### config.mk
export PLATFORM = sky130hd
export DESIGN_NAME = wb2apb_timeout_bridge
export DESIGN_NICKNAME = d
export VERILOG_FILES = /design/src/rtl/wb2apb_timeout_bridge.sv
export SDC_FILE = /design/constraint.sdc
export NUM_CORES = 1
export LEC_CHECK = 0
export CAP_MARGIN = 25
export CORE_MARGIN = 1
export CORE_UTILIZATION = 40
export DETAILED_ROUTE_END_ITERATION = 7
export PLACE_DENSITY_LB_ADDON = 0.05
export SYNTH_ARGS = -nofsm -noshare
export SYNTH_HDL_FRONTEND = slang
export SYNTH_SLANG_ARGS = --single-unit
### constraint.sdc
create_clock -name wb_clk_i -period 7.7 [get_ports wb_clk_i]
set_input_delay 0.77 -clock wb_clk_i [delete_from_list [all_inputs] [get_ports wb_clk_i]]
set_output_delay 0.77 -clock wb_clk_i [all_outputs]
set_load 0.05 [all_outputs]
### src/rtl/wb2apb_timeout_bridge.sv
// Wishbone-classic slave to APB3 master bridge with a bounded PREADY wait.
// Optional macro WB2APB_ERR_EN adds wbs_err_o for timeouts and PSLVERR.
module wb2apb_timeout_bridge #(
  parameter int unsigned TIMEOUT_CYCLES = 255,
  parameter logic [31:0] TIMEOUT_RDATA  = 32'hDEAD_BEEF,
  parameter int unsigned CNT_W          = 16
) (
  input  logic        wb_clk_i,
  input  logic        wb_rst_i,
  input  logic        wbs_stb_i,
  input  logic        wbs_cyc_i,
  input  logic        wbs_we_i,
  input  logic [3:0]  wbs_sel_i,
  input  logic [31:0] wbs_dat_i,
  input  logic [31:0] wbs_adr_i,
  output logic        wbs_ack_o,
  output logic [31:0] wbs_dat_o,
`ifdef WB2APB_ERR_EN
  output logic        wbs_err_o,
`endif
  output logic [31:0] m_apb_addr,
  output logic        m_apb_sel,
  output logic        m_apb_ena,
  output logic        m_apb_write,
  output logic [31:0] m_apb_wdata,
  output logic [3:0]  m_apb_pstb,
  input  logic [31:0] m_apb_rdata,
  input  logic        m_apb_rready,
  input  logic        m_apb_slverr
);

  typedef enum logic [1:0] {IDLE, SETUP, ACCESS, RESP} state_t;

  // With the timeout disabled the counter simply parks at all-ones.
  localparam logic [CNT_W-1:0] CNT_LAST =
    (TIMEOUT_CYCLES == 0) ? {CNT_W{1'b1}} : CNT_W'(TIMEOUT_CYCLES - 1);

  state_t           state;
  state_t           state_nxt;
  logic [CNT_W-1:0] cnt;
  logic             abort;
  logic             timed_out;
  logic [31:0]      rdata_q;
  logic             req;
  logic             tmo_hit;

`ifdef WB2APB_ERR_EN
  logic             slverr_q;
`else
  logic             unused_slverr;
  assign unused_slverr = m_apb_slverr;
`endif

  assign req     = wbs_cyc_i & wbs_stb_i;
  assign tmo_hit = (TIMEOUT_CYCLES != 0) && (cnt == CNT_LAST) && !m_apb_rready;

  assign m_apb_sel = (state == SETUP) || (state == ACCESS);
  assign m_apb_ena = (state == ACCESS);

  always_comb begin
    state_nxt = state;
    case (state)
      IDLE:    if (req) state_nxt = SETUP;
      SETUP:   state_nxt = ACCESS;
      ACCESS:  if (m_apb_rready || tmo_hit) state_nxt = RESP;
      RESP:    state_nxt = IDLE;
      default: state_nxt = IDLE;
    endcase
  end

  always_ff @(posedge wb_clk_i or posedge wb_rst_i) begin
    if (wb_rst_i) begin
      state       <= IDLE;
      cnt         <= '0;
      abort       <= 1'b0;
      timed_out   <= 1'b0;
      rdata_q     <= '0;
      m_apb_addr  <= '0;
      m_apb_write <= 1'b0;
      m_apb_wdata <= '0;
      m_apb_pstb  <= '0;
`ifdef WB2APB_ERR_EN
      slverr_q    <= 1'b0;
`endif
    end else begin
      state <= state_nxt;
      case (state)
        IDLE: begin
          if (req) begin
            m_apb_addr  <= wbs_adr_i;
            m_apb_write <= wbs_we_i;
            m_apb_wdata <= wbs_dat_i;
            m_apb_pstb  <= wbs_we_i ? wbs_sel_i : 4'b0000;
            abort       <= 1'b0;
            timed_out   <= 1'b0;
            rdata_q     <= '0;
            cnt         <= '0;
`ifdef WB2APB_ERR_EN
            slverr_q    <= 1'b0;
`endif
          end
        end
        SETUP: begin
          if (!wbs_cyc_i) abort <= 1'b1;
        end
        ACCESS: begin
          if (!wbs_cyc_i) abort <= 1'b1;
          if (m_apb_rready) begin
            rdata_q  <= m_apb_rdata;
`ifdef WB2APB_ERR_EN
            slverr_q <= m_apb_slverr;
`endif
          end else if (tmo_hit) begin
            timed_out <= 1'b1;
          end else if (cnt != CNT_LAST) begin
            cnt <= cnt + 1'b1;
          end
        end
        RESP: begin
          cnt <= '0;
        end
        default: ;
      endcase
    end
  end

  // An aborted Wishbone cycle gets neither ack nor err.
  always_comb begin
    wbs_ack_o = 1'b0;
    wbs_dat_o = '0;
`ifdef WB2APB_ERR_EN
    wbs_err_o = 1'b0;
    if (state == RESP && !abort) begin
      if (timed_out || slverr_q) begin
        wbs_err_o = 1'b1;
      end else begin
        wbs_ack_o = 1'b1;
        if (!m_apb_write) wbs_dat_o = rdata_q;
      end
    end
`else
    if (state == RESP && !abort) begin
      wbs_ack_o = 1'b1;
      if (!m_apb_write) wbs_dat_o = timed_out ? TIMEOUT_RDATA : rdata_q;
    end
`endif
  end

endmodule

==> metrics.csv <==
stage;metric;value;unit
setup_path;Crit. End Element;output pin;
setup_path;Data required, critical path;6.93;ns
place;hpwl dp;9350;µm
place;Placer Congestion;0.807;
floorplanning;FP Rows;41;
drt;Via Count;4207;
min_path;worst hold path type;flop to flop;
sta;Hold Vio Cnt, Final;0;
setup_path;CP Launch Type;flop;
place;Placed Instances;824;
synthesis;ys async rst share;100;%
power;LEAKAGE;3.59;nW
final_layout;fin cells;859;
global_routing;GR Overflow Total;0;
sta;post-layout min period;3.71;ns
power;worst vdd ir;0.265;mV
power;combinational share of power;51.0;%
global_routing;gr usage total;20.0;%
place;placed cell areas;7540;µm²
clock_network;CTS Hold Bufs;0;
synthesis;Mapped Cells;468;
drt;WL/cell;15.6;µm
clock_network;root buffer cell;clkbuf_16;
final_layout;Nets;786;
drt;Detailed Routing Iterations Pass 1;4;
synthesis;#FFs+latches synth;121;
clock_network;clock slew at reported path FFs;0.05;ns
power;Sw Ratio;44.2;%
synthesis;Netlist cell types;41;
drt;initial drt markers;129;
clock_network;CTS Buf Count;17;
sta;Max Clk Rate;269;MHz
floorplanning;Ports;211;
sta;Slew Limit Fails;0;
clock_network;clock buffer depth;2;
floorplanning;Die X;117;µm
final_layout;layout filler cell count;1042;
sta;RSZ-0062 raised after global routing;false;
floorplanning;initial core utilization;41.6;%
sta;Worst-Margin Slew;0.957;ns
clock_network;H-Tree Depth;4;
global_routing;largest net degree at the start of global routing;80;
final_layout;area delta synth->final;53.1;%
final_layout;layout cells sized above 1;16.2;%
synthesis;synth warn;0;
global_routing;number of global-route vias before repair;4132;
synthesis;EDFF count, synth;0;
synthesis;Mapped Avg Cell Area;11.3;µm²
synthesis;post-synthesis cell area;5310;µm²
final_layout;final cell area excluding filler cells;8130;µm²
global_routing;global-route wire length before repair;20600;µm
clock_network;clock sinks;121;
run;max-cap viol count;0;
floorplanning;die area;13700;µm²
clock_network;Post-CTS Setup Inserts;0;
floorplanning;Die H;117;µm
power;Clock power frac;20.5;%
power;sequential share of power;28.5;%
sta;final setup fails;0;
setup_path;WS Path Type;flop to output pin;
clock_network;post_cts resized;0;
sta;slew margin rel.;36.2;%
status;status;complete, no violations;
global_routing;antenna violations before repair;0;
synthesis;syn_nets;581;
place;PortBufs;209;
sta;worst clock skew;0.00691;ns
final_layout;Core Util, Final;63.6;%
drt;Avg Vias per Cell;4.90;
clock_network;CTS tree;built;
synthesis;Post-synth top flop;dfrtp_1;
sta;Final TNS setup;0;ns
setup_path;CP max FO;17;
drt;DRT antenna net count;0;
power;PD cells;431;nW/µm²
clock_network;clk_lat worst skew;0.41;ns
floorplanning;Core Footprint;12800;µm²
sta;fin crit share;48.2;%
drt;Detailed Route WL;13400;µm
setup_path;Crit path arrival time;2.94;ns
synthesis;Seq/Total Area, Yosys;57.0;%
power;P_int;1.95;mW
power;Net Switching;1.55;mW
drt;DR DRC count;0;
## per-stage QoR
stage | hold WS [ns] | power, mW | worst slack (ns)
finish | 0.464 | 3.50 | 3.99
global route | 0.481 | 3.69 | 3.79
CTS | 0.467 | 3.53 | 3.94
detailed placement | 0.453 | 2.80 | 4.41
global placement | 0.443 | 2.77 | 4.21
floorplan | 0.430 | 2.20 | 3.72
## cells in the mapped netlist (2+ instances only)
library cell	count	area share (%)
a21oi_1	7	0.66
and2_1	3	0.35
and3_1	12	1.4
and4_1	2	0.33
buf_2	5	0.47
buf_6	2	0.42
clkbuf_1	22	1.6
dfrtp_1	121	57
ha_1	6	1.4
inv_1	9	0.64
mux2_2	67	14
nand2_1	81	5.7
nand2b_1	2	0.24
nand3_1	40	3.8
nand4_1	6	0.71
nor2_1	15	1.1
nor2b_1	2	0.24
nor3_1	4	0.38
nor4b_2	2	0.57
o21a_1	24	3.4
o21ai_0	9	0.85
xnor2_1	4	0.66
xor2_1	5	0.82
## worst paths after layout
check                                      end  cells past startpoint         from  slack (ns)
worst max register to register         cnt[11]                      8     state[0]        5.06
max in group asynchronous          rdata_q[12]                      4     wb_rst_i        5.79
worst max-delay path             wbs_dat_o[29]                      6     state[0]        3.99
worst min-delay path               rdata_q[14]                      2  rdata_q[14]        0.46
min in group asynchronous       m_apb_addr[26]                      2     wb_rst_i        0.75
worst min register to register     rdata_q[14]                      2  rdata_q[14]        0.46
## critical path: stages, from the launching register on
cell and delay, ns:
dfrtp_1 0.40, ha_1 0.16, nor2b_1 0.16, nor2b_2 0.60, buf_8 0.24, and3_1 0.16
clkdlybuf4s50_1 0.81
## flip-flops by register name, summed over array words and instances (netlist names)
name and count:
m_apb_pstb 4, m_apb_write 1, timed_out 1, state 2, m_apb_addr 32, abort 1, cnt 16, m_apb_wdata 32
rdata_q 32
## layout by cell type (no fill, tap or decap), types with 3 or more instances in the layout
master	instances
a21oi_1	7
and2_1	3
and3_1	12
buf_4	3
clkbuf_1	6
clkbuf_16	17
clkdlybuf4s50_1	209
clkinv_2	4
clkinvlp_4	3
dfrtp_1	121
ha_1	6
inv_1	8
mux2_2	67
nand2_1	81
nand3_1	39
nand4_1	6
nor2_1	14
nor3_1	4
o21a_1	24
o21ai_0	9
xnor2_1	4
xor2_1	5
## per-layer routing
layer	up-vias	track usage (%)	share of wire, %
li1	2022	-	-
met1	2030	23.8	41
met2	138	32.4	50
met3	17	7.36	7.3
met4	0	9.28	1.8
met5	-	0	0
## power groups by stage
stage               clock network, mW  registers [mW]  logic, mW
floorplan                           0            1.65      0.549
global placement                    0           0.997       1.77
detailed placement                  0            1.01       1.80
CTS                             0.735            1.00       1.80
global route                    0.762            1.03       1.89
finish                          0.718           0.999       1.79
## kinds of logic after synthesis
kind of cell	count (synthesis)	share of synthesized area [%]
compound gates	47	5.99
xor+xnor	9	1.48
fa+ha+maj	6	1.41
buf+inv	38	3.09
flops	121	57.0
mux	68	14.4
simple gates	179	16.6
## area by class of cell
cell class                 count  area (µm²)  area share [%]
clock inverter                 8        72.6           0.893
tap                          172         215            2.65
antenna                        1        2.50          0.0308
inverter                       9        36.3           0.446
timing repair buffer         215        2180            26.8
multi-input combinational    309        2130            26.3
sequential                   121        3030            37.3
clock buffer                  24         462            5.68
Note: power is estimated with default switching activity, not from simulation.
